$ cat config.mk
export PLATFORM = sky130hd
export DESIGN_NAME = bus_xfer_ctrl
export DESIGN_NICKNAME = d
export VERILOG_FILES = /design/src/rtl/bus_xfer_pkg.sv /design/src/rtl/strobe_dec.sv /design/src/rtl/bus_xfer_ctrl.sv
export SDC_FILE = /design/constraint.sdc
export NUM_CORES = 1
export LEC_CHECK = 0
export ABC_AREA = 1
export CAP_MARGIN = 20
export CORE_MARGIN = 1.5
export CORE_UTILIZATION = 49
export CTS_BUF_LIST = sky130_fd_sc_hd__clkbuf_8
export CTS_CLUSTER_SIZE = 12
export DETAILED_ROUTE_END_ITERATION = 6
export GPL_TIMING_DRIVEN = 0
export PLACE_DENSITY_LB_ADDON = 0.25
export SLEW_MARGIN = 20
export SYNTH_ARGS = -nofsm -noshare
export SYNTH_HDL_FRONTEND = slang
export SYNTH_SLANG_ARGS = --single-unit
$ cat constraint.sdc
create_clock -name i_clk -period 1.65 [get_ports i_clk]
set_input_delay 0.33 -clock i_clk [delete_from_list [all_inputs] [get_ports i_clk]]
set_output_delay 0.33 -clock i_clk [all_outputs]
set_load 0.01 [all_outputs]
$ cat src/rtl/bus_xfer_pkg.sv
// Shared definitions for the bus-transfer initiator: FSM encoding, settle
// counter width and an index-width helper used by the top and the decoder.
package bus_xfer_pkg;

    typedef enum logic [1:0] {
        ST_IDLE  = 2'd0,
        ST_DRIVE = 2'd1,
        ST_WRITE = 2'd2,
        ST_HOLD  = 2'd3
    } xfer_state_e;

    localparam int SETTLE_CNT_W = 4;

    // Index width for n selectable items; a single item still needs one bit.
    function automatic int idx_width(input int n);
        return (n > 1) ? $clog2(n) : 1;
    endfunction

endpackage

$ cat src/rtl/strobe_dec.sv
// Index-to-strobe decoder: drives the selected bit low when enabled,
// otherwise leaves every strobe high.
module strobe_dec
    import bus_xfer_pkg::*;
#(
    parameter int WIDTH = 4,
    parameter int IDX_W = idx_width(WIDTH)
) (
    input  logic [IDX_W-1:0] i_idx,
    input  logic             i_en,
    output logic [WIDTH-1:0] o_strobe_n
);

    always_comb begin
        o_strobe_n = '1;
        for (int i = 0; i < WIDTH; i++) begin
            if (i_en && (i_idx == IDX_W'(i))) begin
                o_strobe_n[i] = 1'b0;
            end
        end
    end

endmodule

$ cat src/rtl/bus_xfer_ctrl.sv
// Bus-transfer initiator: sequences source drive/settle, a one-cycle destination
// write and a one-cycle hold so each move has a single driver and a single capture.
module bus_xfer_ctrl
    import bus_xfer_pkg::*;
#(
    parameter int N_SRC         = 4,
    parameter int N_DST         = 4,
    parameter int SETTLE_CYCLES = 1,
    localparam int SRC_W        = idx_width(N_SRC),
    localparam int DST_W        = idx_width(N_DST)
) (
    input  logic             i_clk,
    input  logic             i_nReset,
    input  logic             i_reqValid,
    output logic             o_reqReady,
    input  logic [SRC_W-1:0] i_reqSrc,
    input  logic [DST_W-1:0] i_reqDst,
    input  logic             i_abort,
    output logic [N_SRC-1:0] o_srcNOE,
    output logic [N_DST-1:0] o_dstNWE,
    output logic             o_busy,
    output logic             o_done,
    output logic             o_err
);

    xfer_state_e             state_q, state_d;
    logic [SETTLE_CNT_W-1:0] cnt_q, cnt_d;
    logic [SRC_W-1:0]        src_q, src_d;
    logic [DST_W-1:0]        dst_q, dst_d;
    logic [N_SRC-1:0]        noe_q, noe_d;
    logic [N_DST-1:0]        nwe_q, nwe_d;
    logic                    done_q, done_d;
    logic                    err_q, err_d;
    logic                    ready_q, ready_d;
    logic                    busy_q, busy_d;
    logic                    src_en, dst_en;
    logic                    req_bad;

    assign req_bad = ({1'b0, i_reqSrc} >= (SRC_W + 1)'(N_SRC)) ||
                     ({1'b0, i_reqDst} >= (DST_W + 1)'(N_DST));

    always_comb begin
        state_d = state_q;
        cnt_d   = cnt_q;
        src_d   = src_q;
        dst_d   = dst_q;
        done_d  = 1'b0;
        err_d   = 1'b0;
        case (state_q)
            ST_IDLE: begin
                if (i_reqValid && ready_q) begin
                    if (req_bad) begin
                        err_d = 1'b1;
                    end else begin
                        state_d = ST_DRIVE;
                        src_d   = i_reqSrc;
                        dst_d   = i_reqDst;
                        cnt_d   = SETTLE_CNT_W'(SETTLE_CYCLES - 1);
                    end
                end
            end
            ST_DRIVE: begin
                if (i_abort) begin
                    state_d = ST_IDLE;
                end else if (cnt_q == '0) begin
                    state_d = ST_WRITE;
                end else begin
                    cnt_d = cnt_q - 1'b1;
                end
            end
            ST_WRITE: begin
                state_d = ST_HOLD;
                done_d  = 1'b1;
            end
            default: begin
                state_d = ST_IDLE;
            end
        endcase
        // Strobes are decoded from the next state so they are registered with it.
        src_en  = (state_d != ST_IDLE);
        dst_en  = (state_d == ST_WRITE);
        ready_d = (state_d == ST_IDLE);
        busy_d  = (state_d != ST_IDLE);
    end

    strobe_dec #(.WIDTH(N_SRC), .IDX_W(SRC_W)) u_src_dec (
        .i_idx      (src_d),
        .i_en       (src_en),
        .o_strobe_n (noe_d)
    );

    strobe_dec #(.WIDTH(N_DST), .IDX_W(DST_W)) u_dst_dec (
        .i_idx      (dst_d),
        .i_en       (dst_en),
        .o_strobe_n (nwe_d)
    );

    always_ff @(posedge i_clk) begin
        if (!i_nReset) begin
            state_q <= ST_IDLE;
            cnt_q   <= '0;
            src_q   <= '0;
            dst_q   <= '0;
            noe_q   <= '1;
            nwe_q   <= '1;
            done_q  <= 1'b0;
            err_q   <= 1'b0;
            ready_q <= 1'b1;
            busy_q  <= 1'b0;
        end else begin
            state_q <= state_d;
            cnt_q   <= cnt_d;
            src_q   <= src_d;
            dst_q   <= dst_d;
            noe_q   <= noe_d;
            nwe_q   <= nwe_d;
            done_q  <= done_d;
            err_q   <= err_d;
            ready_q <= ready_d;
            busy_q  <= busy_d;
        end
    end

    assign o_srcNOE   = noe_q;
    assign o_dstNWE   = nwe_q;
    assign o_done     = done_q;
    assign o_err      = err_q;
    assign o_reqReady = ready_q;
    assign o_busy     = busy_q;

endmodule
==> qor.txt, run 1 <==
Status: completed
Clock group share of total power: 26.2%
Critical Path Sink Type: primary output
Number of max-cap violations: 0
Register area share after synthesis: 51.22%
Crit path time final: 1.450 ns
First-pass iteration count of the detailed router: 4
Vias in the first global route: 580
Sw power: 0.3758 mW
Antenna cells: 0
Antenna Nets Post-Route: 0
Internal: 0.8517 mW
Gr usage total: 17.33%
Filler-free cell count of the finished design: 137
Die area: 0.001929 sq mm
IO Pins: 20
Crit path DAT: 1.12 ns
Cell area after synthesis: 820.8 sq um
Layout area overhead: 29.88%
Startpoint Class: register
Clock Path Buffers: 2
R2R Setup Slk: 0.31 ns
CTS tree: yes
Metal-1 WL: 637 um
Vias: 673
Gp weighted congestion: 0.7660
VDD IR-drop max: 749.2 uV
Sequential share of power: 47.6%
Clock latency on the worst-skew pair: 0.25 ns
Max layer used: met4
CP peak stage delay: 0.54 ns
Synth Warn #: 0
# setup viols final: 0
Area taken by multi-input logic gates: 344.1 sq um
Crit path buffers/inverters: 1
CP required: 1.32 ns
Synthesized instance count: 99
Starting Density: 53.25%
Critical path class: reg -> out
CTS Buf Count: 3
DR WL met2: 697 um
DR iter-0 viols: 12
CTS resizes: 0
First-pass GRT wire length: 2387 um
Leak pwr: 0.4608 nW
Fin Hold WS: 0.5020 ns
Final net count: 131
Critical-path cell list: clkdlybuf4s50_1
Layout cells sized above 1: 20.66%
Commonest cells after routing, fill and taps aside: dfxtp_1, clkdlybuf4s50_1, nand2_1
HP Class: reg -> reg
Via/cell ratio: 4.912
Setup ws final: 0.1998 ns
Pre-CTS setup slack: 0.02580 ns
Sequential cell area: 420.4 sq um
Max frequency: 0.6895 GHz
Die width: 43.93 um
Worst Skew: 0.001464 ns
Clk slew on worst S/H paths: 0.07 ns
Pwr/cell area: 1151 mW/mm^2
WL final: 1428 um
Grt ovf: 0
Initial antenna violation count: 0
DRC: 0
Post-Syn Nets: 108
Final hold vios: 0
Worst Path Max Fanout: 2
Clock root buffer: clkbuf_8
Placed Instances: 133
Final period util: 87.89%
Clock sink count: 21
Yosys reg bits: 21
Synth area leader: dfxtp_1
Setup TNS: 0 ns
Slowest library cell on the worst path: clkdlybuf4s50_1
RSZ-0062 raised after global routing: no
Detail Route met3 WL: 71 um
CORE AREA: 0.001541 sq mm
DP HPWL: 1124 um
Max-slew violation count: 0
Largest net degree at the start of global routing: 12
Top cells by area, synth: dfxtp_1, nand2_1, nand3_1, nand2_2, inv_1
FP Rows: 14
H-tree Lvls: 1
Critical path's top delay family: buffers and inverters
Most common cell after layout, fill and taps aside: dfxtp_1
Buffers on Ports: 18
Switching fraction of total power: 30.61%
Postcts setup bufs: 0
Fill count: 128
Synth Area per Inst: 8.291 sq um
DR WL/cell: 10.42 um
Combinational Power Share: 26.1%
CTS Hold Bufs: 0
Synth top area share: 51.22%
Die H: 43.93 um
Count of cell types in the netlist: 18
final cells by class:
type                    count  share of cell area, %
well taps                  16                  1.878
clock inverters             1                 0.3521
inverters                  13                  4.577
repair buffers             18                  16.90
clock buffers               3                  3.873
plain buffers               1                 0.7042
flip-flops and latches     21                  39.44
multi-input cells          64                  32.28
path summary, 6_finish.rpt:
path | startpoint | to | cells after the start
worst max-delay path | o_reqReady$_SDFF_PN1_ | o_reqReady | 1
worst min-delay path | cnt_q[0]$_SDFFE_PN0P_ | cnt_q[0]$_SDFFE_PN0P_ | 2
worst max register to register | cnt_q[0]$_SDFFE_PN0P_ | cnt_q[3]$_SDFFE_PN0P_ | 8
worst min register to register | cnt_q[0]$_SDFFE_PN0P_ | cnt_q[0]$_SDFFE_PN0P_ | 2
metal layers:
layer	track usage [%]	vias up
met4	7.273	0
met5	0	-
met2	28.53	18
li1	-	349
met3	6.250	4
met1	20.26	302
metrics by stage:
stage          power (mW)  cell area (sq um)  util (%)
2_1_floorplan      0.8174              820.8         -
3_3_place_gp       0.9054               1021     66.23
3_5_place_dp       0.9184               1021     66.23
4_1_cts             1.241               1066     69.16
5_1_grt             1.302               1066     69.16
6_report            1.228               1066     69.16
tightest hold or removal path, stage by stage (launching register included):
cell     delay [ns]
dfxtp_1        0.33
nand3_1        0.08
a21oi_1        0.06
power by group through the flow:
| stage | sequential, mW | clock [mW] | combinational, mW |
|---|---|---|---|
| after floorplan | 0.602 | 0 | 0.215 |
| after global placement | 0.594 | 0 | 0.311 |
| after detailed placement | 0.596 | 0 | 0.322 |
| after CTS | 0.585 | 0.332 | 0.324 |
| after global routing | 0.590 | 0.351 | 0.361 |
| final | 0.585 | 0.322 | 0.321 |
Yosys cell counts:
master,number
inv_2,3
nand4_1,1
nor2_1,8
nor2_2,6
nand3_1,11
dfxtp_1,21
conb_1,1
nor3_1,2
o21ai_2,2
nand3b_1,1
nand2_4,1
a21oi_1,6
buf_4,1
nand2_1,15
ha_1,1
inv_1,10
nor2_4,2
nand2_2,7
sequential cells by signal, indices dropped and copies added, names as in the netlist:
signal,cells
dst_q,2
o_done,1
cnt_q,4
o_busy,1
o_srcNOE,4
state_q,2
o_reqReady,1
src_q,2
o_dstNWE,4
logic make-up (layout without fill, tap and decap cells):
group | count (synthesis) | count (layout) | share of synthesized area [%]
buffers and inverters | 14 | 36 | 6.860
other | 1 | 1 | 0.4569
flip-flops | 21 | 21 | 51.22
AND/OR/NAND/NOR | 54 | 54 | 34.15
adder cells (fa/ha/maj) | 1 | 1 | 1.524
AO/OA/AOI/OAI | 8 | 8 | 5.793
Note: power is estimated with default switching activity, not from simulation.
==> inputs of run 2 (changes only) <==
--- a/config.mk
+++ b/config.mk
@@ -6,7 +6,8 @@
 export NUM_CORES = 1
 export LEC_CHECK = 0
 export ABC_AREA = 1
-export CAP_MARGIN = 20
+export ABC_CLOCK_PERIOD_IN_PS = 1650
+export CAP_MARGIN = 30
 export CORE_MARGIN = 1.5
 export CORE_UTILIZATION = 49
 export CTS_BUF_LIST = sky130_fd_sc_hd__clkbuf_8
==> results of run 2 <==
Same layout as run 1: the final DEF is identical, and so are final timing and power.
